[src/rtl/ff_bank_pkg.sv]
// Shared mode encoding and SR conflict-resolution constants for the ff_bank slice.
package ff_bank_pkg;

  typedef enum logic [1:0] {
    MODE_SR = 2'b00,
    MODE_JK = 2'b01,
    MODE_D  = 2'b10,
    MODE_T  = 2'b11
  } mode_e;

  localparam int unsigned SR_HOLD     = 0;
  localparam int unsigned SR_SET_WINS = 1;
  localparam int unsigned SR_RST_WINS = 2;

  // Resolved next value of one channel when S and R are both asserted.
  function automatic logic sr_conflict(input logic q, input int unsigned policy);
    case (policy)
      SR_SET_WINS: return 1'b1;
      SR_RST_WINS: return 1'b0;
      default:     return q;
    endcase
  endfunction

endpackage

[src/rtl/ff_cell.sv]
// Combinational next-state and illegal-input detection for one flip-flop channel.
module ff_cell
  import ff_bank_pkg::*;
#(
  parameter int unsigned SR_POLICY = SR_HOLD
) (
  input  mode_e mode_i,
  input  logic  q_i,
  input  logic  a_i,
  input  logic  b_i,
  output logic  d_o,
  output logic  illegal_o
);

  always_comb begin
    d_o       = q_i;
    illegal_o = 1'b0;
    case (mode_i)
      MODE_SR: begin
        unique case ({a_i, b_i})
          2'b00: d_o = q_i;
          2'b01: d_o = 1'b0;
          2'b10: d_o = 1'b1;
          2'b11: begin
            d_o       = sr_conflict(q_i, SR_POLICY);
            illegal_o = 1'b1;
          end
          default: d_o = q_i;
        endcase
      end
      MODE_JK: begin
        unique case ({a_i, b_i})
          2'b00: d_o = q_i;
          2'b01: d_o = 1'b0;
          2'b10: d_o = 1'b1;
          2'b11: d_o = ~q_i;
          default: d_o = q_i;
        endcase
      end
      MODE_D:  d_o = a_i;
      MODE_T:  d_o = q_i ^ a_i;
      default: d_o = q_i;
    endcase
  end

endmodule

[src/rtl/ff_bank.sv]
// Bank of WIDTH configurable SR/JK/D/T flip-flops with change pulses and illegal-SR tracking.
module ff_bank
  import ff_bank_pkg::*;
#(
  parameter int unsigned          WIDTH     = 8,
  parameter logic [WIDTH-1:0]     RESET_VAL = '1,
  parameter int unsigned          SR_POLICY = SR_HOLD,
  parameter int unsigned          CNT_W     = 8
) (
  input  logic             clk,
  input  logic             rst,
  input  logic             en,
  input  logic [1:0]       mode,
  input  logic [WIDTH-1:0] a,
  input  logic [WIDTH-1:0] b,
  input  logic             clr_err,
  output logic [WIDTH-1:0] q,
  output logic [WIDTH-1:0] qb,
  output logic [WIDTH-1:0] chg,
  output logic [WIDTH-1:0] err,
  output logic [CNT_W-1:0] err_cnt
);

  mode_e            mode_s;
  logic [WIDTH-1:0] nxt;
  logic [WIDTH-1:0] ill;
  logic [WIDTH-1:0] ill_v;
  logic             ill_any;

  logic [WIDTH-1:0] q_q,   q_d;
  logic [WIDTH-1:0] chg_q, chg_d;
  logic [WIDTH-1:0] err_q, err_d;
  logic [CNT_W-1:0] cnt_q, cnt_d;

  assign mode_s = mode_e'(mode);

  for (genvar i = 0; i < WIDTH; i++) begin : g_cell
    ff_cell #(
      .SR_POLICY (SR_POLICY)
    ) u_cell (
      .mode_i    (mode_s),
      .q_i       (q_q[i]),
      .a_i       (a[i]),
      .b_i       (b[i]),
      .d_o       (nxt[i]),
      .illegal_o (ill[i])
    );
  end

  // A fresh illegal event on the same edge as clr_err survives the clear.
  always_comb begin
    q_d     = en ? nxt : q_q;
    chg_d   = q_d ^ q_q;
    ill_v   = en ? ill : '0;
    ill_any = |ill_v;
    err_d   = (clr_err ? '0 : err_q) | ill_v;
    cnt_d   = cnt_q;
    if (clr_err) begin
      cnt_d = ill_any ? CNT_W'(1) : '0;
    end else if (ill_any && (cnt_q != '1)) begin
      cnt_d = cnt_q + 1'b1;
    end
  end

  always_ff @(posedge clk) begin
    if (rst) begin
      q_q   <= RESET_VAL;
      chg_q <= '0;
      err_q <= '0;
      cnt_q <= '0;
    end else begin
      q_q   <= q_d;
      chg_q <= chg_d;
      err_q <= err_d;
      cnt_q <= cnt_d;
    end
  end

  assign q       = q_q;
  assign qb      = ~q_q;
  assign chg     = chg_q;
  assign err     = err_q;
  assign err_cnt = cnt_q;

endmodule
[config.mk]
export PLATFORM = sky130hd
export DESIGN_NAME = ff_bank
export DESIGN_NICKNAME = d
export VERILOG_FILES = /design/src/rtl/ff_bank_pkg.sv /design/src/rtl/ff_cell.sv /design/src/rtl/ff_bank.sv
export SDC_FILE = /design/constraint.sdc
export NUM_CORES = 1
export LEC_CHECK = 0
export ABC_AREA = 1
export CAP_MARGIN = 20
export CORE_UTILIZATION = 52
export DETAILED_ROUTE_END_ITERATION = 12
export GPL_ROUTABILITY_DRIVEN = 0
export MAX_ROUTING_LAYER = met4
export PLACE_DENSITY_LB_ADDON = 0.08
export SETUP_SLACK_MARGIN = 0.02
export SLEW_MARGIN = 20
export SYNTH_ARGS = -nofsm -noshare
export SYNTH_HDL_FRONTEND = slang
export SYNTH_SLANG_ARGS = --single-unit
[constraint.sdc]
create_clock -name clk -period 2.3 [get_ports clk]
set_input_delay 0.46 -clock clk [delete_from_list [all_inputs] [get_ports clk]]
set_output_delay 0.46 -clock clk [all_outputs]
set_load 0.1 [all_outputs]
Word level (Yosys, flattened, before mapping)
Index checks and enable logic that the tools add are counted.
{"block": "word_totals", "regBits": 32, "latchBits": 0, "ramBits": 0, "mem_bits_ro": 0, "inputBits": 22, "output_inout_bits": 40, "wordCells": 118, "mem_count": 0}
{"block": "classes", "add_sub_neg": 1, "mul": 0, "n_div": 0, "magnitude_cmp": 0, "n_eq_ne": 28, "shift": 0, "n_mux": 46, "bitwise": 19, "n_reduce_logical": 20}
{"op": "1-bit case mux with 4 select lines", "n": 16}
{"op": "8-bit 2-to-1 mux", "n": 5}
{"op": "2-bit == test (second input constant)", "n": 18}
{"op": "1-bit case mux with 3 select lines", "n": 8}
{"op": "2-bit by 1-bit == test with 1-bit output (second input constant)", "n": 9}
{"op": "2-bit logical NOT", "n": 9}
{"op": "1-bit 2-to-1 mux", "n": 17}
{"op": "2-bit OR reduction", "n": 8}
{"op": "8-bit by 1-bit adder with 8-bit output (second input constant)", "n": 1}
{"op": "8-bit inequality test (second input constant)", "n": 1}
{"op": "1-bit NOT", "n": 8}
{"op": "8-bit NOT", "n": 1}
{"op": "8-bit OR", "n": 1}
{"op": "8-bit OR reduction", "n": 1}
{"op": "1-bit bitwise XOR", "n": 8}
{"op": "8-bit bitwise XOR", "n": 1}
{"op": "2-bit nonzero test", "n": 1}
{"op": "1-bit logical AND", "n": 1}

Logic depth before layout (Yosys ltp)
{"block": "logic_depth", "ltp_word": 8, "mapped_depth": 11, "depth_no_buf": 10}

Cells and area by module
Synthesis repeated with hierarchy kept, for this count alone.
{"block": "hier_totals", "hier_cells": 371, "hier_area_um2": 2353.5}
{"module": "ff_bank", "instances": 1, "cells_per_inst": 179, "area_each_um2": 1372.6}
{"module": "ff_cell", "instances": 8, "cells_per_inst": 24, "area_each_um2": 122.6}

Worst setup path after synthesis
No wires, ideal clock.
{"block": "synth_timing", "path_type": "reg-to-reg", "startpoint": "reg cnt_q[0] (netlist: err_cnt[0])", "endpoint": "reg cnt_q[7] (netlist: err_cnt[7])", "setup_ns": 0.070, "arrival_ns": 2.286, "required_ns": 2.230, "setup_slack_ns": -0.056, "stages_incl_launch_ff": 10, "path_buffers": 0, "cell_sequence": "dfxtp_1 > ha_1 > nand2_1 > inv_1 > nand3b_1 > nor2_2 > nand2_4 > nand2_1 > nand3_1 > a21oi_1"}
{"block": "synth_between", "elab_chain_cells": 3, "elab_cells_between_ends": 6, "cone_classes": "1 x add/sub; 1 x eq/ne; 2 x mux; 2 x reduce/logical"}
{"item": "start: declaration", "line_no": "ff_bank.sv:33", "rtl": "logic [CNT_W-1:0] cnt_q, cnt_d;"}
{"item": "start signal: assignment", "line_no": "ff_bank.sv:75", "rtl": "cnt_q <= cnt_d;"}
{"item": "8-bit by 1-bit adder with 8-bit output or 8-bit inequality test (tied branches)", "line_no": "ff_bank.sv:61, ff_bank.sv:60"}
{"item": "8-bit 2-to-1 mux or 1-bit logical AND (tied branches)", "line_no": "ff_bank.sv:60", "rtl": "end else if (ill_any && (cnt_q != '1)) begin"}
{"item": "8-bit 2-to-1 mux or 2-bit nonzero test (tied branches)"}
Parallel ways exist; a longest one is shown, timed or not. The select of a mux whose other input is x is not followed.
A chain may end at the register's enable or synchronous reset.

Worst setup path in the final report
{"block": "layout_timing", "startpoint": "in mode[0]", "endpoint": "reg cnt_q[6] (netlist: err_cnt[6])"}
{"block": "layout_between", "elab_chain_cells": 6, "elab_cells_between_ends": 13, "cone_classes": "9 x mux; 4 x reduce/logical"}
{"item": "start: declaration", "line_no": "ff_bank.sv:13", "rtl": "input logic [1:0] mode,"}
{"item": "2-bit logical NOT *", "line_no": "ff_cell.sv:18", "rtl": "case (mode_i)"}
{"item": "1-bit 2-to-1 mux", "line_no": "ff_cell.sv:18"}
{"item": "8-bit 2-to-1 mux *", "line_no": "ff_bank.sv:54", "rtl": "ill_v = en ? ill : '0;"}
{"item": "8-bit OR reduction *", "line_no": "ff_bank.sv:55", "rtl": "ill_any = |ill_v;"}
{"item": "1-bit logical AND *", "line_no": "ff_bank.sv:60"}
{"item": "2-bit nonzero test (no source line) *"}
Every way passes the cells marked *; elsewhere a longest branch is shown, timed or not.

==> impl_metrics.json <==
{
  "relSlewSlack": 0.757,
  "rsz_0062_raised_after_global_routing": "false",
  "holdBufCountCts": 0,
  "drtAntennaViolNets": 0,
  "ctsLongestPathBuffers": 2,
  "postSynthRegisterBits": 32,
  "worstSetupEndpointType": "register",
  "synth.avg_cell_area_sq_um": 6.84,
  "dpl.hpwl_mm": 4.08,
  "crit_buf_inv": 1,
  "die_h_um": 67.2,
  "dr.first_iter.drc_count": 143,
  "num_io_pins": 62,
  "detailedRoute.firstPassIterationCount": 4,
  "worstHoldPathCells": 2,
  "min_period_ps": 1950,
  "timing.critical_path.slowest_cell_delay_ps": 510,
  "cts_repair_resize_count": 0,
  "detailroute.via_count": 2212,
  "finalMaxSlewViolations": 0,
  "cts_num_sinks": 32,
  "powerDensity_mw_per_mm2": 603,
  "cp_num_cells": 9,
  "numCtsBuffers": 5,
  "ys_warn_count": 0,
  "clk_skew_ps": 0.971,
  "max_clock_freq_mhz": 512,
  "grt_antenna_before_repair": 0,
  "port_bufs": 61,
  "avgRoutedWirePerCell_um": 12.2,
  "std_cell_rows": 23,
  "yosys-top-cells-count": "nand2_1, inv_1, a21oi_1, dfxtp_1, ha_1",
  "routed_wirelength_mm": 5.28,
  "crit_required_ps": 2470,
  "grt_pass1_wl_mm": 8.91,
  "cts_tree": "built",
  "timing_worst_slew_pin_value_ps": 363,
  "track_usage": 0.265,
  "vias_per_cell": 5.12,
  "cpLargestDelayFamily": "simple AND/OR/NAND/NOR gates",
  "finish.cell_count_without_fillers": 432,
  "number_of_global_route_vias_before_repair": 2026,
  "worst_hold_path_class": "reg -> reg",
  "floorplan.initialDensity": 0.548,
  "cts.root.buffer_cell": "clkbuf_8",
  "timing.critical_path.arrival_ps": 2130,
  "clk_pin_slew_ps": 60,
  "crit_type": "in -> reg",
  "setup_tns_ps": 0,
  "leakage_power_nw": 1.46,
  "setup_violations": 0,
  "die-area_sq_mm": 0.00451,
  "place_inst": 424,
  "die_width_um": 67.2,
  "drive_gt1_frac": 0.173,
  "run_status": "completed",
  "critical_path.slowest_cell": "clkdlybuf4s50_1",
  "insertedDiodeCount": 0,
  "drc": 0,
  "nets": 428,
  "netlist_instances": 323,
  "synth_seq_area_share": 0.290,
  "synthTopCellsByArea": "dfxtp_1, ha_1, nand2_1",
  "ir_worst_vdd_uv": 371,
  "ys_async_sr_fraction": 0,
  "hold_viol": 0,
  "design.core.area_sq_mm": 0.00403,
  "cts.repair_timing.setup_buffer_count": 0,
  "worstPathMaxFanout": 11,
  "post-synth-top-area-fraction": 0.290,
  "grt_remaining_overflow": 0,
  "fin_crit_sh": 0.849,
  "synthDominantAreaCellType": "dfxtp_1",
  "cap_violations": 0,
  "cts-htree-levels": 2,
  "crit_path_start_kind": "primary input",
  "maximum_number_of_pins_on_one_net_before_global_route_repair": 18,
  "mappedNetlistNets": 370,
  "primary_flip_flop_cell_chosen_by_synthesis_mapping": "dfxtp_1",
  "ys_types": 25,
  "layout-area-overhead-vs-synth_pct": 27.5,
  "post_synth_instance_area_sq_mm": 0.00221,
  "synth_enable_flop_cells": 0,
  "yosys.cell_count.top_type": "nand2_1",
  "worstPathCellList": "clkdlybuf4s50_1, nor2_4, nand3_1, nand2_1, nor2_1, nand2_2, nand2_1, nor3_1, nor2_1",
  "rr_worst_depth": 9,
  "worst_skew_pair.late_latency_ps": 280
}
[worst reg2reg max path: stages, from the launching register on]
cell	delay, ps
dfxtp_2	370
ha_1	200
nand2_1	60
inv_1	80
nand3b_1	140
nor2_2	180
nand2_4	120
nand2_1	170
nand3_1	90
a21oi_1	130
[metrics by stage]
step	setup slack, ps	hold WS [ps]	utilization	area (sq um)	power (mW)
6_report	347	465	0.699	2820	1.70
5_1_grt	215	495	0.699	2820	1.78
4_1_cts	379	469	0.699	2820	1.71
3_5_place_dp	77.0	453	0.677	2730	1.26
3_3_place_gp	159	457	0.677	2730	1.25
2_1_floorplan	116	512	-	2210	1.11
[cells in the final DEF (no fill, tap or decap), drive strengths merged]
cell           Yosys  final
o21ai             33     33
nand2             81     81
buf               14     46
nor3               1      1
nand3b             1      1
clkdlybuf4s50      0     21
xor2               1      1
ha                25     25
inv               40     40
clkbuf             2      8
nand4              4      4
nand3             28     28
a21oi             37     37
dfxtp             32     32
nor2              23     23
clkinv             1      1
[per-layer routing]
layer / global-route usage / wire length [um] / vias to the layer above
li1: - / - / 1151
met4: 0.0771 / 49 / 0
met1: 0.322 / 2410 / 999
met2: 0.435 / 2550 / 57
met3: 0.0625 / 268 / 5
met5: - / 0 / -
[cells by family (layout without fill, tap and decap cells)]
family                     Yosys count  count (layout)  synth area share
AOI/OAI and AO/OA                   70              70             0.160
buffers and inverters               57             116             0.122
DFF                                 32              32             0.290
adders and majority gates           25              25             0.142
xor gates and xnor gates             1               1           0.00397
and+or+nand+nor                    138             138             0.282
[final cells by class]
cell class / instances / area (sq um)
repair buffers: 67 / 568
fillers: 368 / 1210
flip-flops and latches: 32 / 643
multi-input cells: 234 / 1300
clock buffers: 8 / 90.1
well taps: 50 / 62.6
inverters: 41 / 154
[power by group]
part	internal [mW]	switching (mW)
Combinational	0.160	0.479
Clock	0.244	0.210
Sequential	0.585	0.0221
Total	0.989	0.711
[path summary, 6_finish.rpt]
kind,from,to,slack [ps]
hold reg to reg,err[1]$_SDFF_PP0_,err[1]$_SDFF_PP0_,470
setup / recovery,mode[0],err_cnt[6]$_SDFFE_PP0P_,350
setup reg to reg,err_cnt[0]$_SDFFE_PP0P_,err_cnt[7]$_SDFFE_PP0P_,700
hold / removal,err[1]$_SDFF_PP0_,err[1]$_SDFF_PP0_,470
[registers in the layout, indices dropped and copies added (netlist names)]
name	flops
err	8
q	8
chg	8
err_cnt	8
No activity file was read; power rests on OpenSTA's default activity.
